## src/rtl/window_collector_kxk.sv

```systemverilog
// KxK sliding-window generator over a raster pixel stream with K-1 internal line buffers.
// Optional build macro WINDOW_STRIDE2_EN: emit only windows whose top-left corner is even/even.
module window_collector_kxk #(
  parameter int DATA_W     = 8,
  parameter int K          = 3,
  parameter int MAX_WIDTH  = 8,
  parameter int MAX_HEIGHT = 8,
  localparam int CNT_W     = $clog2(MAX_WIDTH + 1)
) (
  input  logic                  clk,
  input  logic                  rst,
  input  logic [CNT_W-1:0]      stage_width,
  input  logic [CNT_W-1:0]      stage_height,
  input  logic [DATA_W-1:0]     pixel_in,
  input  logic                  in_valid,
  output logic                  in_ready,
  output logic [K*K*DATA_W-1:0] out_window,
  output logic                  out_valid,
  input  logic                  out_ready,
  output logic                  stall,
  output logic                  frame_done
);

  localparam int IDX_W = $clog2(MAX_WIDTH);
  localparam logic [CNT_W-1:0] KM1 = CNT_W'(K - 1);
  localparam logic [CNT_W-1:0] ONE = CNT_W'(1);

  logic [CNT_W-1:0]  col, row, w_q, h_q;
  logic [CNT_W-1:0]  w_eff, h_eff;
  logic [IDX_W-1:0]  col_idx;
  logic              accept, first_px, last_col, last_row, last_px, full, emit;
  logic [DATA_W-1:0] line_buf [K-1][MAX_WIDTH];
  logic [DATA_W-1:0] win      [K][K];
  logic [DATA_W-1:0] col_new  [K];

  assign in_ready = ~out_valid | out_ready;
  assign stall    = ~out_valid;
  assign accept   = in_valid & in_ready;
  assign col_idx  = col[IDX_W-1:0];

  // Frame size is taken live on the very first pixel and from the latch afterwards.
  assign first_px = (col == '0) && (row == '0);
  assign w_eff    = first_px ? stage_width  : w_q;
  assign h_eff    = first_px ? stage_height : h_q;
  assign last_col = (col == w_eff - ONE);
  assign last_row = (row == h_eff - ONE);
  assign last_px  = last_col & last_row;
  assign full     = (row >= KM1) && (col >= KM1);

`ifdef WINDOW_STRIDE2_EN
  // K-1 is even, so the corner parity equals the parity of row/col themselves.
  assign emit = (full & ~row[0] & ~col[0]) | last_px;
`else
  assign emit = full;
`endif

  always_comb begin
    for (int r = 0; r < K - 1; r++) begin
      col_new[r] = line_buf[K-2-r][col_idx];
    end
    col_new[K-1] = pixel_in;
  end

  always_ff @(posedge clk) begin
    if (accept) begin
      line_buf[0][col_idx] <= pixel_in;
      for (int i = 1; i < K - 1; i++) begin
        line_buf[i][col_idx] <= line_buf[i-1][col_idx];
      end
    end
  end

  always_ff @(posedge clk or posedge rst) begin
    if (rst) begin
      col        <= '0;
      row        <= '0;
      w_q        <= CNT_W'(K);
      h_q        <= CNT_W'(K);
      out_valid  <= 1'b0;
      frame_done <= 1'b0;
      for (int r = 0; r < K; r++) begin
        for (int c = 0; c < K; c++) begin
          win[r][c] <= '0;
        end
      end
    end else if (accept) begin
      if (first_px) begin
        w_q <= stage_width;
        h_q <= stage_height;
      end
      if (last_col) begin
        col <= '0;
        row <= last_row ? '0 : row + ONE;
      end else begin
        col <= col + ONE;
      end
      for (int r = 0; r < K; r++) begin
        for (int c = 0; c < K - 1; c++) begin
          win[r][c] <= win[r][c+1];
        end
        win[r][K-1] <= col_new[r];
      end
      out_valid  <= emit;
      frame_done <= emit & last_px;
    end else if (out_ready) begin
      out_valid  <= 1'b0;
      frame_done <= 1'b0;
    end
  end

  for (genvar r = 0; r < K; r++) begin : g_row
    for (genvar c = 0; c < K; c++) begin : g_col
      assign out_window[(r*K+c)*DATA_W +: DATA_W] = win[r][c];
    end
  end

  sva_legal_size: assert property (@(posedge clk) disable iff (rst)
    (accept && first_px) |->
      (stage_width >= CNT_W'(K) && stage_width <= CNT_W'(MAX_WIDTH) &&
       stage_height >= CNT_W'(K) && stage_height <= CNT_W'(MAX_HEIGHT)));

endmodule

```

## config.mk

```make
export PLATFORM = sky130hd
export DESIGN_NAME = window_collector_kxk
export DESIGN_NICKNAME = d
export VERILOG_FILES = /design/src/rtl/window_collector_kxk.sv
export SDC_FILE = /design/constraint.sdc
export NUM_CORES = 1
export LEC_CHECK = 0
export BUFFER_PORTS_ARGS = -buffer_cell sky130_fd_sc_hd__clkbuf_2
export CAP_MARGIN = 20
export CORE_ASPECT_RATIO = 2
export CORE_UTILIZATION = 25
export DETAILED_ROUTE_END_ITERATION = 16
export GPL_TIMING_DRIVEN = 0
export SYNTH_ARGS = -nofsm -noshare
export SYNTH_HDL_FRONTEND = slang
export SYNTH_SLANG_ARGS = --single-unit
```

## constraint.sdc

```tcl
create_clock -name clk -period 5.7 [get_ports clk]
set_input_delay 0.855 -clock clk [delete_from_list [all_inputs] [get_ports clk]]
set_output_delay 0.855 -clock clk [all_outputs]
set_load 0.01 [all_outputs]
```

# --- Word level (Yosys, flattened, before mapping) ---
# Memories as Yosys holds them, arrays and structs flattened.
# Index checks and enable logic that the tools add are counted.
op_classes:
  n_eq_ne: 2
  n_addsub: 4
  mux: 17
  n_reduce_logical: 7
  n_bitwise: 6
  order_cmp: 4
op_table:
  columns: ["cell", "n"]
  rows:
  - ["$mux 64", 1]
  - ["$bmux 8 s3", 2]
  - ["$mux 8", 5]
  - ["$demux 8 s3", 1]
  - ["$mux 4", 4]
  - ["$add 4x1->4 const B", 2]
  - ["$eq 4x4->1", 2]
  - ["$ge 4x2->1 const B", 2]
  - ["$logic_not 4->1", 2]
  - ["$sub 4x1->4 const B", 2]
  - ["$ge 4x4->1 const B", 1]
  - ["$lt 4x1->1 const B", 1]
  - ["$mux 1", 4]
  - ["$not 3->4", 1]
  - ["$and 1x1->1", 3]
  - ["$logic_and 1x1->1", 3]
  - ["$reduce_and 2->1", 1]
  - ["$reduce_bool 2->1", 1]
  - ["$not 1->1", 1]
  - ["$or 1x1->1", 1]
word_totals:
  ram_bits: 128
  reg_bits: 90
  memories: 1
  inputBits: 20
  output_inout_bits: 76
mem_list:
  columns: ["name", "words", "width", "rd", "rd_ports_with_merged_regs", "wr", "line", "source"]
  rows:
  - ["line_buf", 2, 64, 2, 0, 2, "32", "logic [DATA_W-1:0] line_buf [K-1][MAX_WIDTH];"]

# --- Logic depth before layout (Yosys ltp) ---
# Gate-level depths: netlist of the first run.
logic_depth:
  depth_word: 8
  ltp_mapped: 15
  mapped_depth_nobuf: 13

# --- Least setup slack after synthesis of the first run ---
# Ideal clock, no wire load.
synth_path:
  path_type: "input -> register"
  startpoint: "input out_ready"
  endpoint: "memory line_buf[0][100] in the netlist's numbering, enable pin"
  arrival_time_ns: 2.967
  cell_stages: 4
  setup_time_ns: 0.430
  setup_slack_ns: 2.303
  path_cell_list: "nand2b_1 -> nand2_1 -> clkbuf_1 -> nor4_1"
synth_lines:
  columns: ["item", "line", "source"]
  rows:
  - ["start, declared", "19", "input logic out_ready,"]
  - ["end, declared", "32", null]

# --- Worst setup path in the final report of the first run ---
layout_path:
  startpoint: "register col[0]"
  endpoint: "register row[2]"
layout_via:
  elab_chain_len: 6
  elab_cells_between_ends: 10
layout_rtl:
  columns: ["item", "line", "source"]
  rows:
  - ["start, declared", "28", "logic [CNT_W-1:0] col, row, w_q, h_q;"]
  - ["start signal, assigned", "95", "col <= col + ONE;"]
  - ["$logic_not 4->1", "42", "assign first_px = (col == '0) && (row == '0);"]
  - ["$logic_and 1x1->1", "42", null]
  - ["$mux 4", null, null]
  - ["$sub 4x1->4 (on tied branches)", "46, 45", null]
  - ["$eq 4x4->1 (on tied branches)", "46, 45", null]
  - ["$mux 4 or $reduce_and 2->1 (tied branches)", null, null]
  - ["end signal, assigned", "93", "row <= last_row ? '0 : row + ONE;"]
  - ["end, declared", "28", null]
# Several ways; a longest one is shown, not always the timed one.
# A chain may end at the register's enable or synchronous reset.

==> results of run 1 <==
logic make-up (layout without fill, tap and decap cells):
| family | count (synthesis) | in the layout | share of synthesized area [%] |
|---|---|---|---|
| flops | 218 | 218 | 68.8 |
| buf+inv | 49 | 189 | 2.29 |
| xor+xnor | 6 | 6 | 0.678 |
| fa+ha+maj | 7 | 7 | 0.988 |
| simple gates | 296 | 296 | 14.0 |
| mux | 45 | 45 | 6.49 |
| compound gates | 88 | 88 | 6.71 |
Yosys cell counts, types with 3 or more instances:
master      n
nand3_1     9
edfxtp_1  128
mux2i_1    17
nor4_1      3
buf_2       9
inv_1      10
nor3_1      8
ha_1        7
xor2_1      4
o21ai_0    19
a221oi_1   14
a21oi_1    18
nor2b_1     6
mux2_2     20
mux4_2      8
nand2_1   218
o22ai_1    10
clkbuf_1   26
nand4_1     3
a31oi_1     7
nor2_1     32
dfstp_2     4
dfrtp_1    86
cell type report:
| cell class | instances | area, um^2 |
|---|---|---|
| clock inverters | 6 | 56.3 |
| multi-input cells | 442 | 2590 |
| clock buffers | 26 | 533 |
| inverters | 11 | 43.8 |
| well taps | 445 | 557 |
| plain buffers | 38 | 161 |
| flip-flops and latches | 218 | 6100 |
| fillers | 3543 | 24300 |
| repair buffers | 108 | 631 |
registers in the layout (all words and copies together) (netlist names):
signal      flops
line_buf      128
out_window     72
frame_done      1
w_q             4
row             4
col             4
out_valid       1
h_q             4
per-stage QoR:
| stage | area [um^2] | power (W) |
|---|---|---|
| CTS | 10700 | 0.00526 |
| global placement | 9890 | 0.00394 |
| floorplan | 8860 | 0.00328 |
| finish | 10700 | 0.00523 |
| detailed placement | 10100 | 0.00401 |
| global route | 10700 | 0.00548 |
cell usage in the layout (no fill, tap or decap), types with 5 or more instances in the layout:
master / instances
a21oi_1: 18
a221oi_1: 14
a31oi_1: 7
buf_2: 9
buf_4: 5
buf_6: 5
clkbuf_1: 31
clkbuf_16: 20
clkbuf_2: 95
dfrtp_1: 86
edfxtp_1: 128
ha_1: 7
inv_1: 9
mux2_2: 20
mux2i_1: 17
mux4_2: 8
nand2_1: 218
nand3_1: 9
nor2_1: 29
nor2b_1: 6
nor3_1: 5
o21ai_0: 19
o22ai_1: 10
power by group through the flow:
stage	logic (W)	registers, W	clock network, W
floorplan	0.000928	0.00236	0
global placement	0.00162	0.00232	0
detailed placement	0.00169	0.00232	0
CTS	0.00169	0.00229	0.00128
global route	0.00183	0.00232	0.00133
finish	0.00168	0.00228	0.00126
final timing paths:
| path | startpoint | end | slack (ps) |
|---|---|---|---|
| worst min-delay path | rst | out_window[48]$_DFFE_PP0P_ | 330 |
| worst min register to register | out_window[3]$_DFFE_PP0P_ | out_window[3]$_DFFE_PP0P_ | 470 |
| worst max-delay path | col[0]$_DFFE_PP0P_ | row[2]$_DFFE_PP0P_ | 1630 |
| worst max register to register | col[0]$_DFFE_PP0P_ | row[2]$_DFFE_PP0P_ | 1630 |
| min in group clk | out_window[3]$_DFFE_PP0P_ | out_window[3]$_DFFE_PP0P_ | 470 |
| max in group asynchronous | rst | w_q[1]$_DFFE_PP1P_ | 4640 |
routing by layer:
metal | global-route usage, % | up-vias | wire [um]
met4 | 7.32 | 0 | 1120
li1 | - | 2762 | -
met2 | 26.2 | 178 | 13500
met1 | 12.5 | 2940 | 8070
met5 | 0 | - | 0
met3 | 1.21 | 62 | 877
critical path: cells and delay by family (launching register included):
family,cells,cell delay (ps)
adder cells (fa/ha/maj),2,530
AND/OR/NAND/NOR,4,950
buffers and inverters,3,1030
flip-flops,1,380
AO/OA/AOI/OAI,4,890
XOR/XNOR,1,190
==> impl_metrics.json, run 1 <==
{
  "clk_path_buf_depth": 3,
  "worst_pin_slew_ps": 1040,
  "ys_types": 58,
  "area_growth_pct": 20.5,
  "layout_setup_ws_ps": 1630,
  "root_buffer": "clkbuf_16",
  "hpwlAfterDp_um": 17100,
  "antenna_found_initial": 0,
  "rsz0062_at_grt": "no",
  "required_ps": 6110,
  "crit_slowest_cell": "clkbuf_1",
  "status": "finished, final reports clean",
  "via_per_inst": 4.59,
  "n_antenna_cell": 0,
  "cp_common_cell": "ha_1",
  "timing.setup.tns_ps": 0,
  "yosys_most_used_dff": "edfxtp_1",
  "die_w_um": 135,
  "powerDensity_nw_per_um2": 489,
  "synth_top_area_cell": "edfxtp_1",
  "wirelength_um": 23600,
  "internal_power_w": 0.00337,
  "layout-drive-gt1-share_pct": 22.5,
  "clkSinkCount": 218,
  "path_cells": "buf_2 -> clkinv_1 -> clkbuf_1 -> ha_1 -> and4bb_2 -> nand2_4 -> nor2_1 -> a21oi_1 -> ha_1 -> xor2_1 -> o311ai_1 -> and4_1 -> o2111ai_1 -> o311ai_2",
  "dp_slack_ps": 1620,
  "cp_slowest_stage_delay_ps": 620,
  "p_clk_share_pct": 24.1,
  "hold_buffers": 0,
  "vias": 5942,
  "rows": 97,
  "cts.clk_slew.worst_paths_ps": 70,
  "finalCritPeriodShare_pct": 71.5,
  "htree_levels": 1,
  "die_h_um": 268,
  "nets": 864,
  "relSlewSlack_pct": 29.8,
  "holdWs_ps": 327,
  "maxCapViolCount": 0,
  "gp_congestion": 0.823,
  "numCtsBuffers": 18,
  "grt_start_max_net_pins": 67,
  "p_switching_w": 0.00185,
  "grt_first_pass_wirelength_um": 34900,
  "setup_viol": 0,
  "grt_pass1_vias": 5909,
  "syn_inst": 709,
  "fmax_mhz": 245,
  "finalHoldViolCount": 0,
  "cts_tree": "done",
  "p_leak_nw": 4.39,
  "post-route-drc-count": 0,
  "drtPass1Iterations": 5,
  "ys_seq_area_share_pct": 68.8,
  "reg2reg_depth": 14,
  "initial_core_util_pct": 25.4,
  "dieArea_um2": 36300,
  "netlist_area_um2": 8860,
  "final-instance-count-excl-fill": 1294,
  "antenna_left": 0,
  "ys_ff_latch": 218,
  "track_usage_pct": 13.0,
  "post_cts_resized": 0,
  "synth_top_cell_area_share_pct": 43.4,
  "synth_async_sr_flop_share_pct": 41.3,
  "ys_top_cells_by_area": "edfxtp_1 43%, dfrtp_1 24%, nand2_1 9.2%, mux2_2 2.5%, mux4_2 2.0%",
  "worst-path-max-fanout": 11,
  "pin_count": 96,
  "hold_class": "input port to asynchronous set/reset pin",
  "power_frac_seq_pct": 43.7,
  "synth_fp_nets": 736,
  "drtIter0Drc": 363,
  "synth_edf_count": 128,
  "dp.cells": 1262,
  "finish.utilization_pct": 30.5,
  "crit_path_start_kind": "flop",
  "core-area_um2": 35000,
  "p_comb_share_pct": 32.2,
  "post_cts_buffers": 0,
  "synth.avg_cell_area_um2": 12.5,
  "maxSlewViolCount": 0,
  "insertion_delay_ps": 500,
  "sw_frac_of_total_pct": 35.5,
  "period_needed_ps": 4070,
  "io_buffers": 95,
  "crit_type": "flop to flop",
  "ir_drop_uv": 268,
  "skew_ps": 11.7,
  "endpoint_kind": "flop",
  "cp_data_arrival_time_ps": 4480,
  "yosys_warnings": 0,
  "wl_per_cell_um": 18.2,
  "overflow": 0
}
No activity file was read; power rests on OpenSTA's default activity.
==> inputs of run 2 (changes only) <==
==> constraint.sdc (replaced) <==
create_clock -name clk -period 4.1 [get_ports clk]
set_input_delay 0.615 -clock clk [delete_from_list [all_inputs] [get_ports clk]]
set_output_delay 0.615 -clock clk [all_outputs]
set_load 0.01 [all_outputs]
==> run 2 against run 1 <==
Cell count about the same. Worst hold slack got worse by 240 ps. First-iteration DRC count is 2.2% higher. Register-to-register slack got worse by 1400 ps. Fmax rose by 4.5%. Via count is 1.2% higher. Combinational power is 39% higher. Sequential power increased by 39%. Largest cell class unchanged.
==> impl_metrics.json, run 2 (synthesis results as in run 1) <==
{
  "vias": 6012,
  "hold_class": "input port to asynchronous set/reset pin",
  "maxSlewViolCount": 0,
  "wl_per_cell_um": 18.2,
  "relSlewSlack_pct": 28.4,
  "cts.clk_slew.worst_paths_ps": 70,
  "maxCapViolCount": 0,
  "initial_core_util_pct": 25.4,
  "powerDensity_nw_per_um2": 681,
  "grt_pass1_vias": 5909,
  "reg2reg_depth": 14,
  "internal_power_w": 0.00469,
  "largest_reg_flops": 128,
  "layout-drive-gt1-share_pct": 22.9,
  "endpoint_kind": "flop",
  "reg2reg_to": "row[2]$_DFFE_PP0P_",
  "setup_viol": 0,
  "area_growth_pct": 20.6,
  "die_w_um": 135,
  "skew_ps": 11.0,
  "finalCritPeriodShare_pct": 95.1,
  "gp_congestion": 0.823,
  "crit_path_start_kind": "flop",
  "final-instance-count-excl-fill": 1293,
  "clk_path_buf_depth": 3,
  "p_clk_share_pct": 24.1,
  "r2r_slack_ps": 200,
  "dieArea_um2": 36300,
  "hpwlAfterDp_um": 17100,
  "holdWs_ps": 84.7,
  "cts_tree": "done",
  "layout_common_cells": "218 x nand2_1, 128 x edfxtp_1, 96 x clkbuf_2",
  "worst_pin_slew_ps": 1060,
  "sw_frac_of_total_pct": 35.5,
  "root_buffer": "clkbuf_16",
  "rsz0062_at_grt": "no",
  "via_per_inst": 4.65,
  "pin_count": 96,
  "grt_first_pass_wirelength_um": 34900,
  "drtIter0Drc": 371,
  "cp_data_arrival_time_ps": 4310,
  "insertion_delay_ps": 500,
  "largest-register": "line_buf",
  "dp.cells": 1262,
  "htree_levels": 1,
  "p_switching_w": 0.00258,
  "n_antenna_cell": 0,
  "crit_type": "flop to flop",
  "r2r_start": "col[0]$_DFFE_PP0P_",
  "wirelength_um": 23600,
  "status": "finished, final reports clean",
  "ir_drop_uv": 367,
  "finish.utilization_pct": 30.6,
  "rows": 97,
  "final_common_cell": "nand2_1",
  "overflow": 0,
  "p_leak_nw": 4.39,
  "fmax_mhz": 256,
  "core-area_um2": 35000,
  "period_needed_ps": 3900,
  "antenna_found_initial": 0,
  "numCtsBuffers": 18,
  "clkSinkCount": 218,
  "antenna_left": 0,
  "p_comb_share_pct": 32.2,
  "power_frac_seq_pct": 43.7,
  "io_buffers": 95,
  "finalHoldViolCount": 0,
  "track_usage_pct": 13.0,
  "post-route-drc-count": 0,
  "grt_start_max_net_pins": 67,
  "worst-path-max-fanout": 11,
  "nets": 863,
  "drtPass1Iterations": 5,
  "die_h_um": 268,
  "required_ps": 4510
}
run 2: cell types whose count changed in the layout (fill, tap and decap cells not counted):
cell        change
clkinvlp_4      +1
clkbuf_2        +1
clkbuf_1        -2
o311ai_2        +1
clkinv_1        -1
o311ai_1        -1
run 2: worst max-delay path by stage:
stage	start	to	slack, ps	depth (start not counted)
5_1_grt	col[0]$_DFFE_PP0P_	row[2]$_DFFE_PP0P_	10	15
3_5_place_dp	col[0]$_DFFE_PP0P_	row[2]$_DFFE_PP0P_	90	14
2_1_floorplan	col[1]$_DFFE_PP0P_	line_buf[0][120]$_DFFE_PP_	860	5
6_report	col[0]$_DFFE_PP0P_	row[2]$_DFFE_PP0P_	200	14
3_3_place_gp	col[1]$_DFFE_PP0P_	line_buf[0][57]$_DFFE_PP_	-1210	5
4_1_cts	col[0]$_DFFE_PP0P_	row[2]$_DFFE_PP0P_	70	14
run 2: worst max-delay path, cell delays in order, from the launching register on:
cell and delay (ps):
dfrtp_1 350, buf_2 330, clkinvlp_4 260, clkbuf_2 320, ha_1 320, and4bb_2 300
nand2_4 150, mux2i_1 240, ha_1 190, xor2_1 330, and3b_1 220, o31a_1 220
and4_1 320, o2111ai_1 170, o311ai_2 90
run 2: timing repair:
| action | CTS | global route |
|---|---|---|
| hold endpoints to repair | 0 | 0 |
| buffers inserted | 0 | 0 |
| hold buffers | 0 | 0 |
| setup endpoints to repair | 0 | 5 |
| gates resized for setup | 0 | 4 |
run 2: layer usage:
| layer | global-route usage [%] | share of wire (%) |
|---|---|---|
| met1 | 12.5 | 34 |
| met2 | 26.2 | 57 |
| met3 | 1.21 | 3.9 |
| met4 | 7.32 | 4.6 |
| met5 | 0 | 0 |
run 2: per-stage QoR:
step	setup TNS (ps)	area (um^2)	setup slack (ps)	power, W
floorplan	0	8860	860	0.00456
global placement	-79860	9890	-1210	0.00548
detailed placement	0	10100	87.5	0.00557
CTS	0	10700	73.5	0.00732
global route	0	10700	11.4	0.00763
finish	0	10700	201	0.00727
run 2: power groups by stage:
stage	Sequential, W	Clock, W	Combinational, W
final	0.00318	0.00175	0.00234
after global routing	0.00322	0.00185	0.00256
after CTS	0.00318	0.00178	0.00235
after detailed placement	0.00323	0	0.00234
after global placement	0.00322	0	0.00226
after floorplan	0.00327	0	0.00129
run 2: area by class of cell:
type | count | area, um^2
flip-flops and latches | 218 | 6100
multi-input cells | 442 | 2600
clock buffers | 26 | 533
inverters | 11 | 47.5
well taps | 445 | 557
repair buffers | 108 | 631
clock inverters | 6 | 56.3
plain buffers | 37 | 159
fillers | 3545 | 24300
